<file path="config.mk">
export PLATFORM = sky130hd
export DESIGN_NAME = pipe_hazard_ctrl_flat
export DESIGN_NICKNAME = d
export VERILOG_FILES = /design/src/rtl/pipe_hazard_ctrl_pkg.sv /design/src/rtl/pipe_hazard_ctrl_if.sv /design/src/rtl/pipe_hazard_ctrl_hazard_detect.sv /design/src/rtl/pipe_hazard_ctrl.sv /design/src/flat_wrapper.sv
export SDC_FILE = /design/constraint.sdc
export NUM_CORES = 1
export LEC_CHECK = 0
export ABC_AREA = 1
export CAP_MARGIN = 30
export CORE_MARGIN = 2
export CORE_UTILIZATION = 48
export DETAILED_ROUTE_END_ITERATION = 10
export PLACE_DENSITY = 0.83
export SETUP_SLACK_MARGIN = 0.1
export SLEW_MARGIN = 10
export SYNTH_ARGS = -nofsm -noshare
export SYNTH_HDL_FRONTEND = slang
export SYNTH_SLANG_ARGS = --single-unit
</file>
<file path="constraint.sdc">
create_clock -name clk -period 2.8 [get_ports clk]
set_input_delay 0.56 -clock clk [delete_from_list [all_inputs] [get_ports clk]]
set_output_delay 0.56 -clock clk [all_outputs]
set_load 0.02 [all_outputs]
</file>
<file path="src/rtl/pipe_hazard_ctrl_pkg.sv">
// -----------------------------------------------------------------------------
// pipe_ctrl_pkg
// Shared types and constants for the pipeline hazard controller:
//   state_t  - controller FSM states (RUN, MEM_WAIT)
//   ctrl_t   - bundle of pipeline register enables and bubble-insert flushes
//   REG_ZERO - architectural zero register, never a real producer
//   rd_hit() - true when a non-zero destination feeds either ID source
// -----------------------------------------------------------------------------
package pipe_ctrl_pkg;

  localparam logic [4:0] REG_ZERO = 5'd0;

  typedef enum logic {
    RUN      = 1'b0,
    MEM_WAIT = 1'b1
  } state_t;

  typedef struct packed {
    logic pc_en;
    logic if_id_en;
    logic ex_mem_en;
    logic if_id_flush;
    logic id_ex_flush;
    logic ex_mem_flush;
    logic mem_wb_flush;
  } ctrl_t;

  // Normal flow: everything advances, nothing squashed.
  localparam ctrl_t CTRL_RUN    = '{1'b1, 1'b1, 1'b1, 1'b0, 1'b0, 1'b0, 1'b0};
  // Data memory busy: hold every stage, feed a bubble into WB.
  localparam ctrl_t CTRL_FREEZE = '{1'b0, 1'b0, 1'b0, 1'b0, 1'b0, 1'b0, 1'b1};
  // Taken branch resolved in MEM: kill the three younger instructions.
  localparam ctrl_t CTRL_SQUASH = '{1'b1, 1'b1, 1'b1, 1'b1, 1'b1, 1'b1, 1'b0};
  // Data hazard: hold PC and IF/ID, bubble into EX, let older stages drain.
  localparam ctrl_t CTRL_STALL  = '{1'b0, 1'b0, 1'b1, 1'b0, 1'b1, 1'b0, 1'b0};

  function automatic logic rd_hit(input logic [4:0] rd,
                                  input logic [4:0] rs1,
                                  input logic [4:0] rs2);
    return (rd != REG_ZERO) && ((rd == rs1) || (rd == rs2));
  endfunction

endpackage

</file>
<file path="src/rtl/pipe_hazard_ctrl_if.sv">
// -----------------------------------------------------------------------------
// pipe_hazard_ctrl_if
// Bundle between the pipeline datapath and the hazard controller.
//   master : pipeline side - drives register ids and stage control bits,
//            receives enables and flushes
//   slave  : controller side - the reverse
// -----------------------------------------------------------------------------
interface pipe_hazard_ctrl_if;

  logic [4:0] IF_ID_RS1;
  logic [4:0] IF_ID_RS2;
  logic [4:0] ID_EX_RD;
  logic [4:0] EX_MEM_RD;
  logic [4:0] MEM_WB_RD;
  logic       ID_EX_RegWrite;
  logic       EX_MEM_RegWrite;
  logic       MEM_WB_RegWrite;
  logic       ID_EX_MemRead;

  logic       pc_en;
  logic       IF_ID_en;
  logic       EX_MEM_en;
  logic       IF_ID_flush;
  logic       ID_EX_flush;
  logic       EX_MEM_flush;
  logic       MEM_WB_flush;

  modport master (
    output IF_ID_RS1, IF_ID_RS2, ID_EX_RD, EX_MEM_RD, MEM_WB_RD,
    output ID_EX_RegWrite, EX_MEM_RegWrite, MEM_WB_RegWrite, ID_EX_MemRead,
    input  pc_en, IF_ID_en, EX_MEM_en,
    input  IF_ID_flush, ID_EX_flush, EX_MEM_flush, MEM_WB_flush
  );

  modport slave (
    input  IF_ID_RS1, IF_ID_RS2, ID_EX_RD, EX_MEM_RD, MEM_WB_RD,
    input  ID_EX_RegWrite, EX_MEM_RegWrite, MEM_WB_RegWrite, ID_EX_MemRead,
    output pc_en, IF_ID_en, EX_MEM_en,
    output IF_ID_flush, ID_EX_flush, EX_MEM_flush, MEM_WB_flush
  );

endinterface

</file>
<file path="src/rtl/pipe_hazard_ctrl_hazard_detect.sv">
// -----------------------------------------------------------------------------
// hazard_detect
// Purely combinational RAW hazard check for the instruction in ID.
// Build option PIPE_FORWARDING_EN:
//   defined   - full forwarding exists, only a load in EX can hurt (load-use)
//   undefined - no forwarding, any in-flight writer of a source register stalls
// Ports:
//   rs1, rs2                      in  ID source registers
//   id_ex_rd, ex_mem_rd, mem_wb_rd in destination registers per stage
//   id_ex_wr, ex_mem_wr, mem_wb_wr in RegWrite per stage
//   id_ex_mem_read                 in  load in EX
//   hazard                         out stall request
// -----------------------------------------------------------------------------
module hazard_detect
  import pipe_ctrl_pkg::*;
(
  input  logic [4:0] rs1,
  input  logic [4:0] rs2,
  input  logic [4:0] id_ex_rd,
  input  logic [4:0] ex_mem_rd,
  input  logic [4:0] mem_wb_rd,
  input  logic       id_ex_wr,
  input  logic       ex_mem_wr,
  input  logic       mem_wb_wr,
  input  logic       id_ex_mem_read,
  output logic       hazard
);

`ifdef PIPE_FORWARDING_EN
  logic unused_no_fwd;
  assign unused_no_fwd = ^{ex_mem_rd, mem_wb_rd, id_ex_wr, ex_mem_wr, mem_wb_wr};
  assign hazard = id_ex_mem_read && rd_hit(id_ex_rd, rs1, rs2);
`else
  logic unused_fwd;
  assign unused_fwd = id_ex_mem_read;
  assign hazard = (id_ex_wr  && rd_hit(id_ex_rd,  rs1, rs2)) ||
                  (ex_mem_wr && rd_hit(ex_mem_rd, rs1, rs2)) ||
                  (mem_wb_wr && rd_hit(mem_wb_rd, rs1, rs2));
`endif

endmodule

</file>
<file path="src/rtl/pipe_hazard_ctrl.sv">
// -----------------------------------------------------------------------------
// pipe_hazard_ctrl
// Stall/flush controller for a 5-stage pipeline. Priority: memory freeze >
// taken-branch squash > data-hazard stall. Controls are combinational from
// state and inputs; counters and the timeout flag are registered.
// Build option PIPE_FORWARDING_EN selects load-use-only hazard detection.
// Parameters:
//   MEM_TIMEOUT - MEM_WAIT cycles tolerated before the pipeline is released
//   CNT_W       - width of the saturating performance counters
// Ports:
//   clk, rst     in  clock, synchronous active-high reset
//   pipe         slave modport: register ids/controls in, enables/flushes out
//   branch_taken in  taken branch resolved in EX/MEM
//   dmem_req     in  EX/MEM holds a load or store
//   dmem_ready   in  data memory completes this cycle
//   stall_cnt    out freeze + hazard stall cycles
//   flush_cnt    out branch squash cycles
//   mem_timeout  out sticky: a memory access was abandoned on timeout
// -----------------------------------------------------------------------------
module pipe_hazard_ctrl
  import pipe_ctrl_pkg::*;
#(
  parameter int MEM_TIMEOUT = 15,
  parameter int CNT_W       = 16
) (
  input  logic             clk,
  input  logic             rst,
  pipe_hazard_ctrl_if.slave pipe,
  input  logic             branch_taken,
  input  logic             dmem_req,
  input  logic             dmem_ready,
  output logic [CNT_W-1:0] stall_cnt,
  output logic [CNT_W-1:0] flush_cnt,
  output logic             mem_timeout
);

  // One spare bit so the counter can hold MEM_TIMEOUT even when it is 0.
  localparam int              WAIT_W   = $clog2(MEM_TIMEOUT + 2);
  localparam logic [WAIT_W-1:0] WAIT_MAX = WAIT_W'(MEM_TIMEOUT);

  state_t            state, state_nxt;
  logic [WAIT_W-1:0] wait_cnt;
  logic              branch_pend;
  logic              hazard;
  logic              freeze, squash, hz_stall, timeout_hit;
  ctrl_t             ctrl;

  hazard_detect u_hazard_detect (
    .rs1            (pipe.IF_ID_RS1),
    .rs2            (pipe.IF_ID_RS2),
    .id_ex_rd       (pipe.ID_EX_RD),
    .ex_mem_rd      (pipe.EX_MEM_RD),
    .mem_wb_rd      (pipe.MEM_WB_RD),
    .id_ex_wr       (pipe.ID_EX_RegWrite),
    .ex_mem_wr      (pipe.EX_MEM_RegWrite),
    .mem_wb_wr      (pipe.MEM_WB_RegWrite),
    .id_ex_mem_read (pipe.ID_EX_MemRead),
    .hazard         (hazard)
  );

  // NOTE: every always_comb output gets a default first so no path can
  // leave it unassigned and infer a latch.
  always_comb begin
    state_nxt   = state;
    freeze      = 1'b0;
    timeout_hit = 1'b0;
    unique case (state)
      RUN: begin
        if (dmem_req && !dmem_ready) begin
          freeze    = 1'b1;
          state_nxt = MEM_WAIT;
        end
      end
      MEM_WAIT: begin
        if (dmem_ready) begin
          state_nxt = RUN;
        end else if (wait_cnt >= WAIT_MAX) begin
          timeout_hit = 1'b1;
          state_nxt   = RUN;
        end else begin
          freeze = 1'b1;
        end
      end
      default: state_nxt = RUN;
    endcase

    // A branch seen while EX/MEM was frozen is remembered in branch_pend.
    squash   = !freeze && (branch_taken || branch_pend);
    hz_stall = !freeze && !squash && hazard;

    ctrl = CTRL_RUN;
    if (!rst) begin
      if (freeze)        ctrl = CTRL_FREEZE;
      else if (squash)   ctrl = CTRL_SQUASH;
      else if (hz_stall) ctrl = CTRL_STALL;
    end
  end

  assign pipe.pc_en        = ctrl.pc_en;
  assign pipe.IF_ID_en     = ctrl.if_id_en;
  assign pipe.EX_MEM_en    = ctrl.ex_mem_en;
  assign pipe.IF_ID_flush  = ctrl.if_id_flush;
  assign pipe.ID_EX_flush  = ctrl.id_ex_flush;
  assign pipe.EX_MEM_flush = ctrl.ex_mem_flush;
  assign pipe.MEM_WB_flush = ctrl.mem_wb_flush;

  // NOTE: reset is synchronous, so it only takes effect at a clock edge;
  // state updates use non-blocking assignment so all flops see old values.
  always_ff @(posedge clk) begin
    if (rst) begin
      state       <= RUN;
      wait_cnt    <= '0;
      branch_pend <= 1'b0;
      stall_cnt   <= '0;
      flush_cnt   <= '0;
      mem_timeout <= 1'b0;
    end else begin
      state       <= state_nxt;
      // Cleared on entry: counts only consecutive cycles spent in MEM_WAIT.
      wait_cnt    <= (state == MEM_WAIT && state_nxt == MEM_WAIT) ? wait_cnt + 1'b1 : '0;
      branch_pend <= freeze && (branch_taken || branch_pend);
      if ((freeze || hz_stall) && (stall_cnt != '1)) stall_cnt <= stall_cnt + 1'b1;
      if (squash && (flush_cnt != '1))                flush_cnt <= flush_cnt + 1'b1;
      if (timeout_hit)                                mem_timeout <= 1'b1;
    end
  end

endmodule

</file>
<file path="src/flat_wrapper.sv">
// flat-port wrapper written by rule: the top's interface ports become plain ports
module pipe_hazard_ctrl_flat import pipe_ctrl_pkg::*;
#(
  parameter int MEM_TIMEOUT = 15,
  parameter int CNT_W       = 16
)
  (clk, rst, branch_taken, dmem_req, dmem_ready, stall_cnt, flush_cnt, mem_timeout, pipe_IF_ID_RS1, pipe_IF_ID_RS2, pipe_ID_EX_RD, pipe_EX_MEM_RD, pipe_MEM_WB_RD, pipe_ID_EX_RegWrite, pipe_EX_MEM_RegWrite, pipe_MEM_WB_RegWrite, pipe_ID_EX_MemRead, pipe_pc_en, pipe_IF_ID_en, pipe_EX_MEM_en, pipe_IF_ID_flush, pipe_ID_EX_flush, pipe_EX_MEM_flush, pipe_MEM_WB_flush);
  pipe_hazard_ctrl_if pipe_i ();
  input  logic clk;
  input  logic rst;
  input  logic branch_taken;
  input  logic dmem_req;
  input  logic dmem_ready;
  output logic [CNT_W-1:0] stall_cnt;
  output logic [CNT_W-1:0] flush_cnt;
  output logic mem_timeout;
  input wire logic [$bits(pipe_i.IF_ID_RS1)-1:0] pipe_IF_ID_RS1;
  input wire logic [$bits(pipe_i.IF_ID_RS2)-1:0] pipe_IF_ID_RS2;
  input wire logic [$bits(pipe_i.ID_EX_RD)-1:0] pipe_ID_EX_RD;
  input wire logic [$bits(pipe_i.EX_MEM_RD)-1:0] pipe_EX_MEM_RD;
  input wire logic [$bits(pipe_i.MEM_WB_RD)-1:0] pipe_MEM_WB_RD;
  input wire logic [$bits(pipe_i.ID_EX_RegWrite)-1:0] pipe_ID_EX_RegWrite;
  input wire logic [$bits(pipe_i.EX_MEM_RegWrite)-1:0] pipe_EX_MEM_RegWrite;
  input wire logic [$bits(pipe_i.MEM_WB_RegWrite)-1:0] pipe_MEM_WB_RegWrite;
  input wire logic [$bits(pipe_i.ID_EX_MemRead)-1:0] pipe_ID_EX_MemRead;
  output wire logic [$bits(pipe_i.pc_en)-1:0] pipe_pc_en;
  output wire logic [$bits(pipe_i.IF_ID_en)-1:0] pipe_IF_ID_en;
  output wire logic [$bits(pipe_i.EX_MEM_en)-1:0] pipe_EX_MEM_en;
  output wire logic [$bits(pipe_i.IF_ID_flush)-1:0] pipe_IF_ID_flush;
  output wire logic [$bits(pipe_i.ID_EX_flush)-1:0] pipe_ID_EX_flush;
  output wire logic [$bits(pipe_i.EX_MEM_flush)-1:0] pipe_EX_MEM_flush;
  output wire logic [$bits(pipe_i.MEM_WB_flush)-1:0] pipe_MEM_WB_flush;
  assign pipe_i.IF_ID_RS1 = pipe_IF_ID_RS1;
  assign pipe_i.IF_ID_RS2 = pipe_IF_ID_RS2;
  assign pipe_i.ID_EX_RD = pipe_ID_EX_RD;
  assign pipe_i.EX_MEM_RD = pipe_EX_MEM_RD;
  assign pipe_i.MEM_WB_RD = pipe_MEM_WB_RD;
  assign pipe_i.ID_EX_RegWrite = pipe_ID_EX_RegWrite;
  assign pipe_i.EX_MEM_RegWrite = pipe_EX_MEM_RegWrite;
  assign pipe_i.MEM_WB_RegWrite = pipe_MEM_WB_RegWrite;
  assign pipe_i.ID_EX_MemRead = pipe_ID_EX_MemRead;
  assign pipe_pc_en = pipe_i.pc_en;
  assign pipe_IF_ID_en = pipe_i.IF_ID_en;
  assign pipe_EX_MEM_en = pipe_i.EX_MEM_en;
  assign pipe_IF_ID_flush = pipe_i.IF_ID_flush;
  assign pipe_ID_EX_flush = pipe_i.ID_EX_flush;
  assign pipe_EX_MEM_flush = pipe_i.EX_MEM_flush;
  assign pipe_MEM_WB_flush = pipe_i.MEM_WB_flush;
  pipe_hazard_ctrl #(.MEM_TIMEOUT(MEM_TIMEOUT), .CNT_W(CNT_W)) u_core (.clk(clk), .rst(rst), .pipe(pipe_i), .branch_taken(branch_taken), .dmem_req(dmem_req), .dmem_ready(dmem_ready), .stall_cnt(stall_cnt), .flush_cnt(flush_cnt), .mem_timeout(mem_timeout));
endmodule
</file>
==> implementation parameters, run 1 <==
Parameter                              Value

Pwr
  Peak supply drop ... 0.213 mV
  Power density over the cells ... 371 nW/um^2
  Cell leakage power ... 1.69 nW

Timing
  Fin Setup TNS ... 0 ns
  Slew at the pin closest to its max-slew limit ... 0.597 ns
  Fmax ... 0.387 GHz
  Post-route clock skew ... 0.0136 ns
  Min cycle time layout ... 2.59 ns
  Setup-failing EPs final ... 0
  Unrepaired setup endpoints after global routing ... true
  Final worst hold slack ... 0.425 ns
  Final period util ... 92.4%
  Pins Over Slew Limit ... 0
  Worst slew margin ... 59.8%
  Final hold violations ... 0

Finish
  Most common cell after layout, fill and taps aside ... sky130_fd_sc_hd__nand2_1
  Fraction of final layout cells sized beyond drive strength 1 ... 7.93%
  Top library cells by usage in the layout, fill and taps aside ... 128 x sky130_fd_sc_hd__nand2_1, 64 x sky130_fd_sc_hd__nor2_1, 60 x sky130_fd_sc_hd__inv_1
  Number of fillers in the final layout ... 445
  Count of non-filler cells in the finished layout ... 587
  Antenna diode instance count ... 0
  Area added between synthesis and finish ... 37.5%
  Final #Nets ... 554

Yosys
  Proportion of synthesized area in mux cells ... 0%
  Cell types occupying the most area after synthesis ... sky130_fd_sc_hd__dfxtp_1 31%, sky130_fd_sc_hd__nand2_1 19%, sky130_fd_sc_hd__nor2_1 9.6%
  Gate count after technology mapping ... 435
  Total standard cell area after synthesis ... 2610 um^2
  Dominant combinational cell family by area after synthesis ... simple AND/OR/NAND/NOR gates
  Post-synth top area share ... 30.7%
  Post-synthesis adder-cell area fraction ... 1.92%
  XOR/XNOR share of the synthesized area ... 4.70%
  Fraction of the mapped netlist area in simple logic gates ... 42.3%
  Syn_nets ... 473
  Flip-flop and latch count after synthesis ... 40
  Portion of the post-synthesis area used by sequential elements ... 30.7%
  YS warnings ... 0
  Fraction of the mapped netlist area in compound gates ... 8.87%
  Cell accounting for the most synthesized area ... sky130_fd_sc_hd__dfxtp_1
  Avg Inst Size Synth ... 6.00 um^2
  Post-synth cell types ... 30

Clocking
  Root cell of the clock tree ... sky130_fd_sc_hd__clkbuf_8
  Clock transition at the register clock pins on the worst setup and hold paths after CTS ... 0.09 ns
  Clock latency of the later-clocked register in the worst-skew pair ... 0.30 ns
  Clock net sink count ... 40
  Buffer levels on the longest clock path ... 2
  Clock tree from TritonCTS ... yes
  Number of CTS-inserted buffers ... 5
  Hold-fix buffers, CTS ... 0
  Number of H-tree levels ... 2

Critical path
  Worst path max stage delay ... 0.50 ns
  Critical path buffer and inverter count ... 3
  Kind of start point of the critical path ... primary input
  Worst Path Required ... 2.24 ns
  Register-to-register path setup slack ... 0.49 ns
  Most used cell along the critical path ... sky130_fd_sc_hd__nand2_1
  Cell family with the largest share of critical-path delay ... buffers and inverters
  CP arrival ... 2.03 ns
  Setup CP Type ... in -> out
  Cell-by-cell trace of the critical path ... clkdlybuf4s50_1, inv_1, nand2_1, nand2_1, nor2_1, nand3_1, nand2_1, nand2_1, nand3_1, nand2_1, nand2_1, nand2_1, buf_2
  Slowest CP cell ... sky130_fd_sc_hd__clkdlybuf4s50_1
  Largest fanout on the critical path ... 3
  CP endpoint kind ... primary output

Die
  Die outline area ... 6040 um^2
  Count of standard-cell rows ... 26
  Die boundary width ... 77.7 um
  Area of the core ... 5170 um^2
  Initial Util ... 50.5%
  I/O pins ... 74
  Chip height ... 77.7 um

Placed design
  Routability-driven placement congestion ratio ... 0.936
  Total placed cells including tap cells ... 578
  Dpl hpwl ... 5.15 mm
  Count of buffers from port buffering ... 72

Detailed routing
  Post-DRT Antenna Nets ... 0
  Overall via count from detail_route ... 2882
  Via count normalized by instance count ... 4.91
  Iteration-0 DRC count of the detailed router ... 154
  DR WL/cell ... 11.4 um
  Residual DRC ... 0
  1st-pass router iterations ... 4
  Final WL ... 6.67 mm

Global routing
  First-pass GRT wire length ... 11.1 mm
  Met3 layer usage reported by global route ... 4.07%
  Most utilized layer in the global route result ... met2
  Global-route track usage on met1 ... 27.6%
  Number of global-route vias before repair ... 2583
  Pin count of the biggest net entering global routing ... 33
  Antenna violations before repair ... 0
  Met2 track demand over resource ... 39.8%
  Aggregate global-route resource usage ... 22.3%
  Residual overflow from global routing ... 0

Run
  Number of maximum-capacitance constraint violations ... 0

Worst hold path
  Class of the most critical hold timing path ... reg -> reg

Run status
  Outcome ... completed
[state kept, by name (all words and copies together), names as in the netlist]
register            flops
u_core.wait_cnt         5
u_core.mem_timeout      1
u_core.branch_pend      1
u_core.stall_cnt       16
u_core.state            1
u_core.flush_cnt       16
[worst reg2reg max path, delay by kind of cell (launching register included)]
| kind | cells | cell delay, ns |
|---|---|---|
| AND/OR/NAND/NOR | 8 | 0.79 |
| flip-flops | 1 | 0.35 |
| buffers and inverters | 3 | 0.46 |
| adder cells (fa/ha/maj) | 2 | 0.31 |
| AO/OA/AOI/OAI | 3 | 0.28 |
[worst paths after layout]
check / cells past startpoint / from / end
max: 13 / pipe_MEM_WB_RD[1] / pipe_pc_en
min: 1 / u_core.wait_cnt[0] / u_core.wait_cnt[0]
max reg2reg: 16 / u_core.wait_cnt[0] / u_core.flush_cnt[8]
min reg2reg: 1 / u_core.wait_cnt[0] / u_core.wait_cnt[0]
[cell families after synthesis]
logic type / Yosys count
buf+inv: 73
flops: 40
fa+ha+maj: 4
xor+xnor: 14
compound gates: 45
simple gates: 259
[where the power goes]
group | total [W] | switching, W | internal [W]
registers | 0.000585 | 0.00000892 | 0.000576
clock network | 0.000505 | 0.000213 | 0.000292
logic | 0.000242 | 0.000134 | 0.000107
[layout make-up]
| class | instances | area, um^2 | share of cell area [%] |
|---|---|---|---|
| Tap cell | 70 | 87.6 | 2.44 |
| Multi-Input combinational cell | 322 | 1530 | 42.6 |
| Inverter | 63 | 236 | 6.59 |
| Clock inverter | 2 | 38.8 | 1.08 |
| Sequential cell | 40 | 802 | 22.3 |
| Timing Repair Buffer | 84 | 813 | 22.7 |
| Clock buffer | 6 | 82.6 | 2.30 |
[synthesized netlist by cell type]
library cell,n
sky130_fd_sc_hd__nand3b_1,2
sky130_fd_sc_hd__buf_2,3
sky130_fd_sc_hd__nor3_1,11
sky130_fd_sc_hd__xnor2_1,8
sky130_fd_sc_hd__dfxtp_1,40
sky130_fd_sc_hd__o21ai_1,1
sky130_fd_sc_hd__a31oi_1,1
sky130_fd_sc_hd__buf_1,1
sky130_fd_sc_hd__nor2_1,67
sky130_fd_sc_hd__o21ai_0,10
sky130_fd_sc_hd__buf_6,2
sky130_fd_sc_hd__nor3_4,1
sky130_fd_sc_hd__nor4_1,2
sky130_fd_sc_hd__ha_1,4
sky130_fd_sc_hd__nor3b_1,1
sky130_fd_sc_hd__inv_1,62
sky130_fd_sc_hd__nand2_4,1
sky130_fd_sc_hd__xor2_1,6
sky130_fd_sc_hd__a21oi_1,31
sky130_fd_sc_hd__nand4_2,1
sky130_fd_sc_hd__nand3_1,35
sky130_fd_sc_hd__nand2_1,129
sky130_fd_sc_hd__buf_4,2
sky130_fd_sc_hd__nand2_2,2
sky130_fd_sc_hd__clkbuf_1,2
sky130_fd_sc_hd__nand4_1,5
sky130_fd_sc_hd__o21a_1,1
sky130_fd_sc_hd__nor3_2,2
sky130_fd_sc_hd__inv_2,1
sky130_fd_sc_hd__o31ai_1,1
[per-layer routing]
layer | part of all wire, % | routed length, um
met1 | 45 | 2980
met3 | 5.2 | 344
met4 | 1.2 | 78
met5 | 0 | 0
met2 | 49 | 3260
[repair_timing]
item / in CTS / in global routing
endpoints found under the setup margin: 7 / 7
resized for setup: 21 / 26
pin swaps: 0 / 2
buffers inserted: 0 / 1
[metrics by stage]
stage	utilization [%]	total power [W]	cell area (um^2)	setup slack (ns)
6_report	69.4	0.00133	3590	0.213
5_1_grt	69.4	0.00139	3590	0.0909
4_1_cts	68.7	0.00134	3550	0.0720
3_5_place_dp	66.4	0.000842	3440	-0.265
3_3_place_gp	66.4	0.000836	3440	-0.276
2_1_floorplan	-	0.000729	2610	0.424
Power figures use the tool's default switching activity.
==> inputs of run 2 (changes only) <==
CORE_UTILIZATION = 35   (was 48)
PLACE_DENSITY = 0.65   (was 0.83)
==> run 2 against run 1 <==
Flip-flop and latch count stayed put. Wire length up 1.1%. Largest power group unchanged. Critical path type unchanged. Worst hold slack got worse by 0.00084 ns. Design area is 0.63% higher. Utilization shrank 20 points. Combinational power decreased by 2%.
==> implementation parameters, run 2 (synthesis gave the netlist of run 1 again) <==
Parameter                              Value

Timing
  Unrepaired setup endpoints after global routing ... true (unchanged)
  Final period util ... 92.1% (was 92.4%)
  Slew at the pin closest to its max-slew limit ... 0.517 ns (was 0.597 ns)
  Pins Over Slew Limit ... 0 (unchanged)
  Min cycle time layout ... 2.58 ns (was 2.59 ns)
  Fmax ... 0.388 GHz (was 0.387 GHz)
  Final hold violations ... 0 (unchanged)
  Worst slew margin ... 65.2% (was 59.8%)
  Setup-failing EPs final ... 0 (unchanged)
  Post-route clock skew ... 0.0122 ns (was 0.0136 ns)
  Final worst hold slack ... 0.424 ns (was 0.425 ns)

Pwr
  Combinational fraction of design power ... 18.2% (about the same)
  Switch share ... 27.6% (was 26.8%)
  Total net switching power ... 0.000362 W (was 0.000357 W)
  Peak supply drop ... 0.191 mV (was 0.213 mV)
  Total Power ... 0.00131 W (was 0.00133 W)
  Cell leakage power ... 1.70 nW (was 1.69 nW)
  Cell internal power dissipation ... 0.000949 W (was 0.000975 W)
  Part of the total power dissipated in the clock network ... 37.2% (was 37.9%)
  Power density over the cells ... 363 nW/um^2 (was 371 nW/um^2)
  Part of the total power dissipated in sequential elements ... 44.6% (was 43.9%)

Placed design
  Dpl hpwl ... 5.26 mm (was 5.15 mm)
  Routability-driven placement congestion ratio ... 0.890 (was 0.936)
  Total placed cells including tap cells ... 606 (was 578)
  Count of buffers from port buffering ... 72 (unchanged)
  Placement-stage cell area ... 3470 um^2 (was 3440 um^2)

Clocking
  Clock net sink count ... 40 (unchanged)
  Clock tree from TritonCTS ... yes (unchanged)
  Root cell of the clock tree ... sky130_fd_sc_hd__clkbuf_8 (unchanged)
  Number of CTS-inserted buffers ... 5 (unchanged)
  Clock transition at the register clock pins on the worst setup and hold paths after CTS ... 0.09 ns (about the same)
  Clock latency of the later-clocked register in the worst-skew pair ... 0.30 ns (about the same)
  Buffer levels on the longest clock path ... 2 (unchanged)
  Number of setup buffers added after CTS ... 0 (unchanged)
  Number of H-tree levels ... 2 (unchanged)

Detailed routing
  1st-pass router iterations ... 4 (unchanged)
  Via count normalized by instance count ... 4.66 (was 4.91)
  Iteration-0 DRC count of the detailed router ... 93 (was 154)
  DR WL/cell ... 11.0 um (was 11.4 um)
  Final WL ... 6.74 mm (was 6.67 mm)
  Residual DRC ... 0 (unchanged)
  Post-DRT Antenna Nets ... 0 (unchanged)
  Overall via count from detail_route ... 2860 (was 2882)

Global routing
  Met3 layer usage reported by global route ... 4.26% (was 4.07%)
  Met2 track demand over resource ... 28.3% (was 39.8%)
  Residual overflow from global routing ... 0 (unchanged)
  Aggregate global-route resource usage ... 16.6% (was 22.3%)
  Pin count of the biggest net entering global routing ... 33 (unchanged)
  Antenna violations before repair ... 0 (unchanged)
  Global-route track usage on met1 ... 21.1% (was 27.6%)
  Number of global-route vias before repair ... 2609 (was 2583)
  Most utilized layer in the global route result ... met2 (unchanged)
  First-pass GRT wire length ... 11.5 mm (was 11.1 mm)

Die
  Die boundary width ... 90.4 um (was 77.7 um)
  Count of standard-cell rows ... 31 (was 26)
  Chip height ... 90.4 um (was 77.7 um)
  Die outline area ... 8160 um^2 (was 6040 um^2)
  Area of the core ... 7250 um^2 (was 5170 um^2)
  I/O pins ... 74 (unchanged)
  Initial Util ... 36.0% (was 50.5%)

Critical path
  CP endpoint kind ... primary output (unchanged)
  Worst Path Required ... 2.24 ns (about the same)
  Number of cells traversed by the worst register-to-register path ... 15 (was 16)
  Largest fanout on the critical path ... 3 (unchanged)
  Kind of start point of the critical path ... primary input (unchanged)
  CP arrival ... 2.02 ns (was 2.03 ns)
  Setup CP Type ... in -> out (unchanged)

Run
  Number of maximum-capacitance constraint violations ... 0 (unchanged)

Finish
  Final #Nets ... 552 (was 554)
  Most common cell after layout, fill and taps aside ... sky130_fd_sc_hd__nand2_1 (unchanged)
  Cell area after layout ... 3610 um^2 (was 3590 um^2)
  Core Util, Final ... 49.8% (was 69.4%)
  Count of non-filler cells in the finished layout ... 614 (was 587)
  Antenna diode instance count ... 0 (unchanged)
  Area added between synthesis and finish ... 38.4% (was 37.5%)
  Fraction of final layout cells sized beyond drive strength 1 ... 7.38% (was 7.93%)
  Largest registers ... u_core.flush_cnt: 16 flops, u_core.stall_cnt: 16 flops, u_core.wait_cnt: 5 flops (unchanged)
  Top library cells by usage in the layout, fill and taps aside ... 127 x sky130_fd_sc_hd__nand2_1, 64 x sky130_fd_sc_hd__nor2_1, 62 x sky130_fd_sc_hd__inv_1 (was 128 x sky130_fd_sc_hd__nand2_1, 64 x sky130_fd_sc_hd__nor2_1, 60 x sky130_fd_sc_hd__inv_1)

Worst hold path
  Worst hold path cell count ... 1 (unchanged)
  Class of the most critical hold timing path ... reg -> reg (unchanged)

Run status
  Outcome ... completed (unchanged)
run 2: cell count changes in the layout (fill, tap and decap cells not counted), sizes merged:
cell,previous run,this run
buf,17,14
dlymetal6s2s,12,13
clkdlybuf4s50,53,48
clkinv,1,0
clkinvlp,0,1
clkbuf,7,6
clkdlybuf4s15,1,0
dlygate4sd2,0,6
inv,63,64
run 2: final timing paths:
kind	start	slack, ns	endpoint
min	u_core.wait_cnt[0]	0.42	u_core.wait_cnt[0]
max	pipe_MEM_WB_RD[3]	0.22	pipe_ID_EX_flush
max reg2reg	u_core.wait_cnt[0]	0.63	u_core.flush_cnt[8]
min reg2reg	u_core.wait_cnt[0]	0.42	u_core.wait_cnt[0]
run 2: critical path, stage by stage:
cell and delay [ns]:
sky130_fd_sc_hd__clkdlybuf4s50_1 0.49, sky130_fd_sc_hd__inv_1 0.08, sky130_fd_sc_hd__nand2_1 0.06, sky130_fd_sc_hd__nand2_1 0.05, sky130_fd_sc_hd__nor2_1 0.11, sky130_fd_sc_hd__nand3_1 0.08
sky130_fd_sc_hd__nand2_1 0.07, sky130_fd_sc_hd__nand2_1 0.04, sky130_fd_sc_hd__nand3_1 0.07, sky130_fd_sc_hd__nand2_1 0.09, sky130_fd_sc_hd__a21oi_1 0.14, sky130_fd_sc_hd__buf_4 0.17
run 2: area by class of cell:
class                           instances  area (um^2)
Clock inverter                          3         46.3
Multi-Input combinational cell        322         1530
Inverter                               63          236
Fill cell                             764         3640
Clock buffer                            5         68.8
Tap cell                               99          124
Sequential cell                        40          802
Timing Repair Buffer                   82          801
run 2: power by group through the flow:
stage	logic [W]	registers, W	clock network (W)
5_1_grt	0.000265	0.000587	0.000525
6_report	0.000238	0.000585	0.000488
4_1_cts	0.000239	0.000585	0.000505
2_1_floorplan	0.000125	0.000604	0
3_3_place_gp	0.000242	0.000598	0
3_5_place_dp	0.000243	0.000598	0
run 2: layer usage:
layer	part of all wire (%)	routed length [um]
met4	1.1	74
met2	47	3160
met3	5.6	378
met5	0	0
met1	46	3130
run 2: stage by stage:
step / setup slack (ns) / setup TNS, ns
finish: 0.220 / 0
CTS: 0.100 / 0
floorplan: 0.424 / 0
global placement: -0.325 / -0.846
detailed placement: -0.319 / -0.847
global route: 0.0748 / 0
run 2: repair_timing:
item | 4_1_cts | 5_1_grt
resized for setup | 24 | 24
gates cloned | 0 | 0
endpoints found under the setup margin | 7 | 7
hold buffers | 0 | 0
==> inputs of run 3 (changes only) <==
clock period = 3 ns   (was 2.8 ns; I/O delays follow)
==> run 3 against run 2 <==
Worst hold slack better by 0.036 ns. Register-to-register slack gained 0.22 ns. Clock power shrank 30%. Via count is 2.5% lower. Count of clock-buffer cells in the layout rose by 1. Largest cell class unchanged.
==> implementation parameters, run 3 (synthesis gave the netlist of run 1 again) <==
Parameter                              Value

Run status
  Outcome ... completed (unchanged)

Placed design
  Dpl hpwl ... 5.17 mm (was 5.26 mm)
  Routability-driven placement congestion ratio ... 0.846 (was 0.890)
  Placement-stage cell area ... 3450 um^2 (was 3470 um^2)
  Worst-case setup slack after placement ... -0.201 ns (was -0.319 ns)
  Count of buffers from port buffering ... 72 (unchanged)

Detailed routing
  DR WL/cell ... 10.6 um (was 11.0 um)
  Final WL ... 6.50 mm (was 6.74 mm)
  Residual DRC ... 0 (unchanged)
  Overall via count from detail_route ... 2789 (was 2860)
  Via count normalized by instance count ... 4.56 (was 4.66)
  Iteration-0 DRC count of the detailed router ... 93 (unchanged)
  1st-pass router iterations ... 4 (unchanged)
  Post-DRT Antenna Nets ... 0 (unchanged)

Finish
  Final #Nets ... 550 (was 552)
  Cell area after layout ... 3500 um^2 (was 3610 um^2)
  Fraction of final layout cells sized beyond drive strength 1 ... 5.47% (was 7.38%)
  Most common cell after layout, fill and taps aside ... sky130_fd_sc_hd__nand2_1 (unchanged)
  Top library cells by usage in the layout, fill and taps aside ... 129 x sky130_fd_sc_hd__nand2_1, 66 x sky130_fd_sc_hd__nor2_1, 65 x sky130_fd_sc_hd__clkdlybuf4s50_1 (was 127 x sky130_fd_sc_hd__nand2_1, 64 x sky130_fd_sc_hd__nor2_1, 62 x sky130_fd_sc_hd__inv_1)
  Number of fillers in the final layout ... 778 (was 764)
  Antenna diode instance count ... 0 (unchanged)
  Area added between synthesis and finish ... 34.2% (was 38.4%)
  Largest registers ... u_core.flush_cnt: 16 flops, u_core.stall_cnt: 16 flops, u_core.wait_cnt: 5 flops (unchanged)

Clocking
  Clock tree from TritonCTS ... yes (unchanged)
  Clock net sink count ... 40 (unchanged)
  Clock latency of the later-clocked register in the worst-skew pair ... 0.29 ns (was 0.30 ns)
  Hold-fix buffers, CTS ... 0 (unchanged)
  Buffer levels on the longest clock path ... 2 (unchanged)
  Clock transition at the register clock pins on the worst setup and hold paths after CTS ... 0.07 ns (was 0.09 ns)
  Root cell of the clock tree ... sky130_fd_sc_hd__clkbuf_8 (unchanged)
  Number of H-tree levels ... 2 (unchanged)
  Number of CTS-inserted buffers ... 5 (unchanged)

Global routing
  First-pass GRT wire length ... 11.4 mm (was 11.5 mm)
  Aggregate global-route resource usage ... 16.4% (was 16.6%)
  Antenna violations before repair ... 0 (unchanged)
  Pin count of the biggest net entering global routing ... 33 (unchanged)
  Number of global-route vias before repair ... 2575 (was 2609)
  Residual overflow from global routing ... 0 (unchanged)

Timing
  Post-route clock skew ... 0.0103 ns (was 0.0122 ns)
  Final hold violations ... 0 (unchanged)
  Worst setup margin ... 0.272 ns (was 0.220 ns)
  Setup-failing EPs final ... 0 (unchanged)
  Unrepaired setup endpoints after global routing ... true (unchanged)
  Worst slew margin ... 66.8% (was 65.2%)
  Final worst hold slack ... 0.460 ns (was 0.424 ns)
  Slew at the pin closest to its max-slew limit ... 0.493 ns (was 0.517 ns)
  Final period util ... 90.9%
  Min cycle time layout ... 2.73 ns
  Fmax ... 0.367 GHz
  Pins Over Slew Limit ... 0 (unchanged)

Pwr
  Cell leakage power ... 1.54 nW (was 1.70 nW)
  Total Power ... 0.00111 W (was 0.00131 W)
  Peak supply drop ... 0.179 mV (was 0.191 mV)
  Power density over the cells ... 316 nW/um^2 (was 363 nW/um^2)

Critical path
  CP arrival ... 2.13 ns (was 2.02 ns)
  Worst Path Required ... 2.40 ns (was 2.24 ns)
  CP endpoint kind ... primary output (unchanged)
  Path length in cells of the critical path ... 13 (was 12)
  Cell-by-cell trace of the critical path ... clkdlybuf4s50_1, inv_1, nand2_1, nand2_1, nor2_1, nand3_1, nand2_1, nand2_1, nand3_1, nand2_1, nand2_1, nand2_1, clkbuf_2 (was clkdlybuf4s50_1, inv_1, nand2_1, nand2_1, nor2_1, nand3_1, nand2_1, nand2_1, nand3_1, nand2_1, a21oi_1, buf_4)
  Most used cell along the critical path ... sky130_fd_sc_hd__nand2_1 (unchanged)
  Critical path buffer and inverter count ... 3 (unchanged)
  Register-to-register path setup slack ... 0.85 ns (was 0.63 ns)
  Largest fanout on the critical path ... 3 (unchanged)
  Number of cells traversed by the worst register-to-register path ... 15 (unchanged)
  Kind of start point of the critical path ... primary input (unchanged)
  R2R Path End ... u_core.flush_cnt[8] (unchanged)
  Worst setup startpoint ... pipe_EX_MEM_RD[0] (was pipe_MEM_WB_RD[3])
  End point of the critical path ... pipe_IF_ID_en (was pipe_ID_EX_flush)
  Worst R2R Start ... u_core.wait_cnt[0] (unchanged)
  Slowest CP cell ... sky130_fd_sc_hd__clkdlybuf4s50_1 (unchanged)
  Worst path max stage delay ... 0.52 ns (was 0.49 ns)
  Cell family with the largest share of critical-path delay ... buffers and inverters (unchanged)
  Setup CP Type ... in -> out (unchanged)

Die
  Count of standard-cell rows ... 31 (unchanged)
  Chip height ... 90.4 um (unchanged)
  Area of the core ... 7250 um^2 (unchanged)
  Die outline area ... 8160 um^2 (unchanged)
  Die boundary width ... 90.4 um (unchanged)
  Initial Util ... 36.0% (unchanged)
  I/O pins ... 74 (unchanged)

Run
  Number of maximum-capacitance constraint violations ... 0 (unchanged)

Worst hold path
  Class of the most critical hold timing path ... reg -> reg (unchanged)
==> run 3: cell types whose count changed in the layout (fill, tap and decap cells not counted), sizes merged, moves of 4 or more <==
| cell | previous run | this run |
|---|---|---|
| clkdlybuf4s50 | 48 | 65 |
| dlymetal6s2s | 13 | 0 |
| buf | 14 | 8 |
| clkbuf | 6 | 11 |
| dlygate4sd2 | 6 | 2 |
==> run 3: layer usage <==
| layer | global-route usage (%) | wire [um] | vias up | share of wire, % |
|---|---|---|---|---|
| met5 | 0 | 0 | - | 0 |
| met4 | 4.87 | 70 | 0 | 1.1 |
| met3 | 3.26 | 302 | 7 | 4.6 |
| met2 | 27.4 | 2970 | 60 | 46 |
| met1 | 21.5 | 3150 | 1206 | 49 |
| li1 | - | - | 1516 | - |
==> run 3: how the worst min path moves through the flow <==
| stage | start | to | slack, ns | depth (start not counted) |
|---|---|---|---|---|
| detailed placement | u_core.wait_cnt[0] | u_core.wait_cnt[0] | 0.46 | 1 |
| finish | u_core.wait_cnt[0] | u_core.wait_cnt[0] | 0.46 | 1 |
| floorplan | u_core.wait_cnt[0] | u_core.wait_cnt[0] | 0.42 | 1 |
| global route | u_core.wait_cnt[0] | u_core.wait_cnt[0] | 0.49 | 1 |
| CTS | u_core.wait_cnt[0] | u_core.wait_cnt[0] | 0.47 | 1 |
| global placement | u_core.wait_cnt[0] | u_core.wait_cnt[0] | 0.43 | 1 |
==> run 3: layout make-up <==
| type | count | area [um^2] | area share, % |
|---|---|---|---|
| clock buffers | 6 | 72.6 | 2.07 |
| flip-flops and latches | 40 | 801 | 22.9 |
| multi-input cells | 322 | 1510 | 43.1 |
| inverters | 63 | 236 | 6.75 |
| well taps | 99 | 124 | 3.54 |
| repair buffers | 80 | 753 | 21.5 |
| clock inverters | 1 | 5.00 | 0.143 |
==> run 3: repair_timing <==
item | in CTS | in global routing
endpoints found under the setup margin | 7 | 5
hold endpoints to repair | 0 | 0
cloned | 0 | 0
setup buffers | 0 | 0
resized for setup | 9 | 9
==> run 3: per-stage QoR <==
stage	util, %	std cells	TNS, ns
after floorplan	-	435	0
after global placement	47.6	604	-0.582
after detailed placement	47.6	604	-0.525
after CTS	48.6	611	0
after global routing	48.3	611	0
final	48.3	611	0
==> run 3: where the power goes <==
| part | leakage [nW] | total, W | switching (W) | internal, W |
|---|---|---|---|---|
| logic | 1.18 | 0.000218 | 0.000120 | 0.0000977 |
| registers | 0.323 | 0.000546 | 0.00000839 | 0.000538 |
| clock network | 0.0410 | 0.000342 | 0.000183 | 0.000158 |
| total | 1.54 | 0.00111 | 0.000312 | 0.000794 |
